`src/rtl/seq_det_pkg.sv`:
```
`default_nettype none
// ============================================================================
//  Package   : seq_det_pkg
//  Purpose   : Shared state encoding and width helper for seq_detector_param.
//              Pattern bit order: pat[len-1] is the first bit received on
//              the serial line and pat[0] is the most recent one.
//  Revision  : 1.0  initial release
// ============================================================================
package seq_det_pkg;

    // Detector control states, 2-bit encoding
    typedef enum logic [1:0] {
        ST_UNCFG = 2'd0,
        ST_FILL  = 2'd1,
        ST_ARMED = 2'd2,
        ST_ERR   = 2'd3
    } state_t;

    // Width needed to hold a pattern length in the range 0..pat_w
    function automatic int len_width(input int pat_w);
        return $clog2(pat_w + 1);
    endfunction

endpackage : seq_det_pkg
`default_nettype wire

```
`src/rtl/sat_counter.sv`:
```
`default_nettype none
// ============================================================================
//  Module    : sat_counter
//  Purpose   : Up-counter that sticks at all-ones; synchronous clear has
//              priority over increment.
//  Revision  : 1.0  initial release
// ============================================================================
module sat_counter #(
    parameter int CNT_W = 16
) (
    input  logic             clock,
    input  logic             reset_n,
    input  logic             inc,
    input  logic             clr,
    output logic [CNT_W-1:0] count
);

    // Clear wins; otherwise count up unless already saturated
    always_ff @(posedge clock or negedge reset_n) begin
        if (!reset_n) begin
            count <= '0;
        end else if (clr) begin
            count <= '0;
        end else if (inc && (count != '1)) begin
            count <= count + CNT_W'(1);
        end
    end

endmodule : sat_counter
`default_nettype wire

```
`src/rtl/seq_detector_param.sv`:
```
`default_nettype none
// ============================================================================
//  Module    : seq_detector_param
//  Purpose   : Runtime-programmable serial pattern detector. Pattern, length
//              and overlap mode are loaded via cfg_load; a Mealy match pulse
//              fires on the completing qualified bit and a saturating counter
//              tallies matches.
//  Revision  : 1.0  initial release
// ============================================================================
module seq_detector_param
    import seq_det_pkg::*;
#(
    parameter int PAT_W = 8,
    parameter int CNT_W = 16,
    localparam int LEN_W = len_width(PAT_W)
) (
    input  logic             clock,
    input  logic             reset_n,
    input  logic             cfg_load,
    input  logic [PAT_W-1:0] pat,
    input  logic [LEN_W-1:0] pat_len,
    input  logic             overlap_en,
    input  logic             in_valid,
    input  logic             in_bit,
    input  logic             clear_count,
    output logic             match,
    output logic [CNT_W-1:0] match_count,
    output logic             armed,
    output logic             cfg_err
);

    state_t           state;
    logic [PAT_W-1:0] cfg_pat;
    logic [LEN_W-1:0] cfg_len;
    logic             cfg_ovl;
    logic [PAT_W-2:0] history;
    logic [PAT_W-2:0] history_shifted;
    logic [LEN_W-1:0] fill;
    logic [LEN_W-1:0] fill_inc;
    logic [PAT_W-1:0] window;
    logic [PAT_W-1:0] len_mask;
    logic             hit;
    logic             len_legal;

    // History after accepting the current bit (in_bit enters the LSB)
    generate
        if (PAT_W > 2) begin : g_hist_wide
            assign history_shifted = {history[PAT_W-3:0], in_bit};
        end else begin : g_hist_single
            assign history_shifted = in_bit;
        end
    endgenerate

    assign fill_inc  = fill + LEN_W'(1);
    assign len_legal = (pat_len != '0) && (int'(pat_len) <= PAT_W);

    // Candidate window: stored history followed by the bit on the wire now
    assign window = {history, in_bit};

    // Only the low cfg_len bits take part in the comparison
    always_comb begin
        len_mask = '0;
        for (int i = 0; i < PAT_W; i++) begin
            len_mask[i] = (i < int'(cfg_len));
        end
    end

    assign hit   = ((window ^ cfg_pat) & len_mask) == '0;

    // A bit arriving together with cfg_load belongs to the old search and is dropped
    assign match = in_valid & ~cfg_load & (state == ST_ARMED) & hit;

    // Control FSM: config capture, history/fill tracking, registered armed/cfg_err
    always_ff @(posedge clock or negedge reset_n) begin
        if (!reset_n) begin
            state   <= ST_UNCFG;
            cfg_pat <= '0;
            cfg_len <= '0;
            cfg_ovl <= 1'b0;
            history <= '0;
            fill    <= '0;
            armed   <= 1'b0;
            cfg_err <= 1'b0;
        end else if (cfg_load) begin
            cfg_pat <= pat;
            cfg_len <= pat_len;
            cfg_ovl <= overlap_en;
            history <= '0;
            fill    <= '0;
            if (!len_legal) begin
                state   <= ST_ERR;
                armed   <= 1'b0;
                cfg_err <= 1'b1;
            end else if (pat_len == LEN_W'(1)) begin
                // A one-bit pattern needs no history
                state   <= ST_ARMED;
                armed   <= 1'b1;
                cfg_err <= 1'b0;
            end else begin
                state   <= ST_FILL;
                armed   <= 1'b0;
                cfg_err <= 1'b0;
            end
        end else if (in_valid) begin
            case (state)
                ST_FILL: begin
                    history <= history_shifted;
                    fill    <= fill_inc;
                    if (fill_inc == (cfg_len - LEN_W'(1))) begin
                        state <= ST_ARMED;
                        armed <= 1'b1;
                    end
                end
                ST_ARMED: begin
                    if (hit && !cfg_ovl) begin
                        // Non-overlapping: the matched bits cannot start the next match
                        history <= '0;
                        fill    <= '0;
                        if (cfg_len != LEN_W'(1)) begin
                            state <= ST_FILL;
                            armed <= 1'b0;
                        end
                    end else begin
                        history <= history_shifted;
                    end
                end
                default: begin
                    // UNCFG and ERR ignore incoming bits
                end
            endcase
        end
    end

    sat_counter #(
        .CNT_W (CNT_W)
    ) u_match_cnt (
        .clock   (clock),
        .reset_n (reset_n),
        .inc     (match),
        .clr     (clear_count),
        .count   (match_count)
    );

endmodule : seq_detector_param
`default_nettype wire

```
`config.mk`:
```
export PLATFORM = sky130hd
export DESIGN_NAME = seq_detector_param
export DESIGN_NICKNAME = d
export VERILOG_FILES = /design/src/rtl/seq_det_pkg.sv /design/src/rtl/sat_counter.sv /design/src/rtl/seq_detector_param.sv
export SDC_FILE = /design/constraint.sdc
export NUM_CORES = 1
export LEC_CHECK = 0
export CORE_MARGIN = 5
export CORE_UTILIZATION = 54
export CTS_BUF_LIST = sky130_fd_sc_hd__clkbuf_16
export CTS_CLUSTER_SIZE = 25
export DETAILED_ROUTE_END_ITERATION = 8
export PLACE_DENSITY = 0.78
export SLEW_MARGIN = 20
export SYNTH_ARGS = -nofsm -noshare
export SYNTH_HDL_FRONTEND = slang
export SYNTH_SLANG_ARGS = --single-unit
```
`constraint.sdc`:
```
create_clock -name clock -period 2.5 [get_ports clock]
set_input_delay 0.625 -clock clock [delete_from_list [all_inputs] [get_ports clock]]
set_output_delay 0.625 -clock clock [all_outputs]
set_load 0.05 [all_outputs]
```
# == Word level (Yosys, flattened, before mapping) ==
# Index checks and enable logic that the tools add are counted.
# word_totals
elab_cells,75
ff_bits,44
# classes
add_sub_neg,3
order_cmp,9
bitwise,6
eq_ne,9
reduce_logical,12
n_mux,27
# op_table
op,count
$mux W16,2
$mux W7,3
$add A16 B1 Y16 const B,1
$lt A3 B4 Y1 const A,4
$ne A16 B16 Y1 const B,1
$mux W2,7
$pmux W7 S2,1
$mux W4,3
$and A8 B8 Y8,1
$logic_not A8 Y1,1
$lt A1 B4 Y1 const A,2
$lt A2 B4 Y1 const A,2
$mux W1,8
$pmux W4 S2,1
$xor A8 B8 Y8,1
$ne A3 B2 Y1 const B,2
$reduce_and A5 Y1,1
$add A4 B1 Y4 const B,1
$eq A4 B1 Y1 const B,1
$eq A4 B4 Y1,1
$le A4 B4 Y1 const B,1
$ne A4 B1 Y1 const B,1
$pmux W2 S2,1
$reduce_bool A2 Y1,2
13 further kinds,17

# == Longest topological paths before layout ==
# depth
ltp_word,8
ltp_mapped,9
mapped_depth_nobuf,8

# == Modules after synthesis ==
# From an unflattened synthesis, not the netlist that was laid out.
# unflattened
hier_cells,246
area_unflattened_um2,2509.9
# modules_own_cells
mod,area_per_inst_um2,seq_area_each_um2,cells_per_inst,n_inst
seq_detector_param,1567.8,700.7,148,1
sat_counter,942.2,400.4,98,1

# == Least setup slack after synthesis ==
# No wires, ideal clock.
# synth_timing
path_type,in2out
startpoint,input port cfg_load
endpoint,output port match
arrival_ns,1.907
n_path_buf,2
slack_ns,-0.032
path_stages,6
cell_sequence,clkbuf_1 > inv_1 > nand3_1 > or3_4 > clkbuf_1 > inv_1
# synth_via
elab_chain_len,4
# synth_rtl
element,line_no,source
"start, declared",seq_detector_param.sv:19,"input logic cfg_load,"
$not A1 Y1,seq_detector_param.sv:71,assign match = in_valid & ~cfg_load & (state == ST_ARMED) & hit;
$and A1 B1 Y1 (3 in a row),seq_detector_param.sv:71,
"end, declared",seq_detector_param.sv:26,"output logic match,"
# No other way between the ends.

# == Worst setup path in the final report ==
# layout_timing
startpoint,register cfg_len[1]
endpoint,output port match
# layout_via
elab_chain_len,4
# layout_rtl
element,line_no,source
"start, declared",seq_detector_param.sv:34,logic [LEN_W-1:0] cfg_len;
"start signal, assigned",seq_detector_param.sv:86,cfg_len <= pat_len;
"$lt A1 B4 Y1, or another cell as far along",seq_detector_param.sv:64,len_mask[i] = (i < int'(cfg_len));
$and A8 B8 Y8 *,seq_detector_param.sv:68,assign hit = ((window ^ cfg_pat) & len_mask) == '0;
$logic_not A8 Y1 *,seq_detector_param.sv:68,
$and A1 B1 Y1 *,seq_detector_param.sv:71,
# Every way passes the cells marked *; elsewhere a longest branch is shown, timed or not.

==> key figures <==
Clock tree
  – Clock slew at reported path FFs: 60 ps
  – CTS buffer count: 5
  – Clk Latency, worst-skew pair: 280 ps
  – CTS Buffer Depth: 2
  – H-tree Lvls: 2
  – TritonCTS clock tree: yes
  – CTS Sinks: 44
  – Hold_buf cts: 0
  – CTS Root Cell: clkbuf_16

STA
  – WHS: 319.5 ps
  – RSZ-0062 raised after global routing: true
  – Rel. slew slack: 60.39%
  – Clk_skew: 3.671 ps
  – Fmax: 407.5 MHz
  – Final hold vios: 0
  – Crit path time final: 2454 ps
  – Actual transition at the worst max-transition pin: 594.2 ps
  – Final setup fails: 0
  – Fin crit share: 98.15%
  – Pins Over Slew Limit: 0

GRT
  – Vias in the first global route: 1972
  – Initial antenna violation count: 0
  – GR Util All Layers: 18.09%
  – First-pass GRT wire length: 8894 µm
  – Largest net degree at the start of global routing: 29
  – Remaining global-route overflow: 0

Logic synthesis
  – Yosys warning count: 0
  – Combinational family with the most area after synthesis: simple AND/OR/NAND/NOR gates
  – Distinct cells, synth: 48
  – #FFs+latches synth: 44
  – Mean Syn Cell Area: 10.38 µm²
  – Net Count, Synth: 259
  – Complex-gate fraction of the synthesized area: 11.18%
  – Simple-gate portion of the synthesized area: 20.36%
  – Multiplexer share of the synthesized area: 11.85%
  – Sequential element share of the synthesized area: 45.13%
  – Synthesized instance count: 235
  – Ys flop type: dfrtp_1
  – EDFF count, synth: 0
  – Post-synthesis xor/xnor area fraction: 6.103%
  – Mapped cell area: 2440 µm²
  – Async set-reset flop share out of synthesis: 100.0%
  – Synth Area in Adders: 2.564%

Final layout
  – Filler cells: 332
  – Core Util, Final: 73.10%
  – Diode count: 0
  – Post-route insts no fill: 338
  – Design area: 3183 µm²
  – Area growth syn-to-layout: 30.46%
  – Nets: 309
  – Layout cells sized above 1: 23.78%

Worst setup path
  – Most common cell on crit path: inv_2
  – CP bufs+invs: 3
  – CP max stage cell: dfrtp_1
  – Maximum fanout along the worst path: 4
  – Setup CP Type: reg2out
  – CP top delay family: simple AND/OR/NAND/NOR gates
  – R2R Path End: u_match_cnt.count[2]$_DFFE_PN0P_
  – Crit start category: flop
  – R2R setup slack: 60 ps
  – Element type at the critical path end: output pin
  – Worst Path Required: 1880 ps
  – WP depth: 7
  – Reg2reg start: cfg_len[1]$_DFFE_PN0P_
  – Critical path's largest stage delay: 410 ps
  – R2R cell count: 9
  – Crit-path cells: inv_2, ha_2, nand3_1, o2bb2ai_2, or3_4, inv_2, buf_12
  – Arr. time, crit path: 1830 ps

Place
  – Post-DP HPWL: 3568 µm
  – Post-DP Area: 2929 µm²
  – Port buffer count: 37
  – Placed insts: 325
  – Gpl congestion: 0.8256

Run status
  – Status: finished clean

Flow run
  – Max-Cap Viols: 0

Drt
  – Vias/cell: 5.751
  – Post-DRT Antenna Nets: 0
  – Drt pass-1 iters: 6
  – Initial DRC count: 86
  – Wirelength, routed: 5056 µm
  – DRC: 0
  – Routed len/inst: 14.96 µm
  – Vias after detailed routing: 1944

Floorplanning
  – Horiz. Die Dim: 77.22 µm
  – Initial Utilization: 56.03%
  – Core footprint: 4354 µm²
  – Row count: 24
  – IO Count: 38
  – DIE HEIGHT: 77.22 µm
  – Die area: 5962 µm²

Pwr
  – Total power: 1846 µW
  – Leak: 0.001353 µW
  – Power Density: 579.8 nW/µm²
  – Max VDD drop: 0.4364 mV

Worst hold path
  – Worst min-delay path class: in2async
[report_power, final]
part	switching, µW	internal, µW
registers	47.9	755
clock network	258	466
logic	156	163
total	462	1380
[sequential cells by signal, summed over array words and instances (netlist names)]
signal	flops
history	7
cfg_err	1
cfg_ovl	1
state	2
cfg_len	4
fill	4
armed	1
u_match_cnt.count	16
cfg_pat	8
[worst register-to-register path: stages, from the launching register on]
cell       delay [ps]
dfrtp_1           410
inv_2             110
ha_2              200
nand3_1            80
o2bb2ai_2         140
or3_4             400
buf_4             190
buf_4             160
nor3b_1           250
mux2_2            380
[cell type report]
type,instances,area (µm²),share of cell area (%)
Multi-Input combinational cell,175,1323,41.55
Clock inverter,3,38.79,1.219
Sequential cell,44,1102,34.63
Tap cell,52,65.06,2.044
Inverter,6,22.52,0.7075
Timing Repair Buffer,53,506.7,15.92
Clock buffer,5,125.1,3.931
[placed cells by master (no fill, tap or decap), types with 3 or more instances in the layout]
| cell | count |
|---|---|
| nor2_1 | 19 |
| nand4_1 | 4 |
| nor2b_1 | 13 |
| nor3b_1 | 3 |
| xor2_1 | 9 |
| mux2i_1 | 3 |
| a21oi_1 | 7 |
| or4_1 | 3 |
| a22o_1 | 8 |
| inv_2 | 4 |
| clkdlybuf4s50_1 | 34 |
| inv_1 | 3 |
| nand2_1 | 11 |
| xnor2_1 | 7 |
| dfrtp_1 | 43 |
| nand3_1 | 6 |
| nor4b_1 | 3 |
| buf_4 | 14 |
| mux2_2 | 23 |
| nor4_1 | 5 |
| clkbuf_16 | 5 |
| nor3_1 | 7 |
| o21ai_0 | 5 |
[metrics by stage]
step	TNS [ps]	worst slack (ps)
4_1_cts	0	2.793
3_5_place_dp	-4521	-372.3
5_1_grt	-66.61	-34.96
2_1_floorplan	0	80.09
3_3_place_gp	-3828	-291.4
6_report	0	46.17
[cells in the mapped netlist (2+ instances only)]
cell	count	area [µm²]
inv_1	6	22.52
nand2_1	11	41.29
o31ai_1	2	15.01
nor2_1	19	71.32
clkbuf_1	8	30.03
ha_1	5	62.56
nand4_1	4	25.02
o22ai_1	2	12.51
a22o_1	8	70.07
or4_1	3	22.52
dfrtp_1	44	1101
nor4_1	5	31.28
mux2_2	23	259.0
nand2b_1	2	12.51
nor3_1	7	35.03
a211oi_1	2	15.01
xor2_1	9	78.83
a31oi_1	3	18.77
mux2i_1	3	30.03
and3_1	2	12.51
nor4b_1	3	26.28
a21oi_1	7	35.03
o21ai_0	5	25.02
nand3_1	7	35.03
xnor2_1	8	70.07
nor3b_1	3	22.52
nor2b_1	13	81.33
[kinds of logic (layout without fill, tap and decap cells)]
| logic type | count (synthesis) | after routing |
|---|---|---|
| and+or+nand+nor | 89 | 89 |
| DFF | 44 | 44 |
| AOI/OAI and AO/OA | 38 | 38 |
| muxes | 26 | 26 |
| xor gates and xnor gates | 17 | 17 |
| buffers and inverters | 16 | 67 |
| adders and majority gates | 5 | 5 |
[worst max path at each step]
stage                                 startpoint                          endpoint  slack, ps
after floorplan                         cfg_load                             match         80
after global placement                    in_bit  u_match_cnt.count[3]$_DFFE_PN0P_       -290
after detailed placement                  in_bit  u_match_cnt.count[2]$_DFFE_PN0P_       -370
after CTS                 cfg_len[0]$_DFFE_PN0P_                             match          3
after global routing      cfg_len[1]$_DFFE_PN0P_                             match        -30
final                     cfg_len[1]$_DFFE_PN0P_                             match         50
[per-layer routing]
layer  GRT usage, %  vias to the layer above  part of all wire (%)
li1               -                      946                     -
met2          31.65                       52                    50
met4          6.529                        0                   1.8
met5              0                        -                     0
met1          21.81                      936                    43
met3          3.630                       10                   5.3
[repair_timing]
action	in CTS	in global routing
endpoints found under the setup margin	8	9
pin swaps	3	4
gates resized for setup	10	9
buffers inserted	2	3
Note: power is estimated with default switching activity, not from simulation.
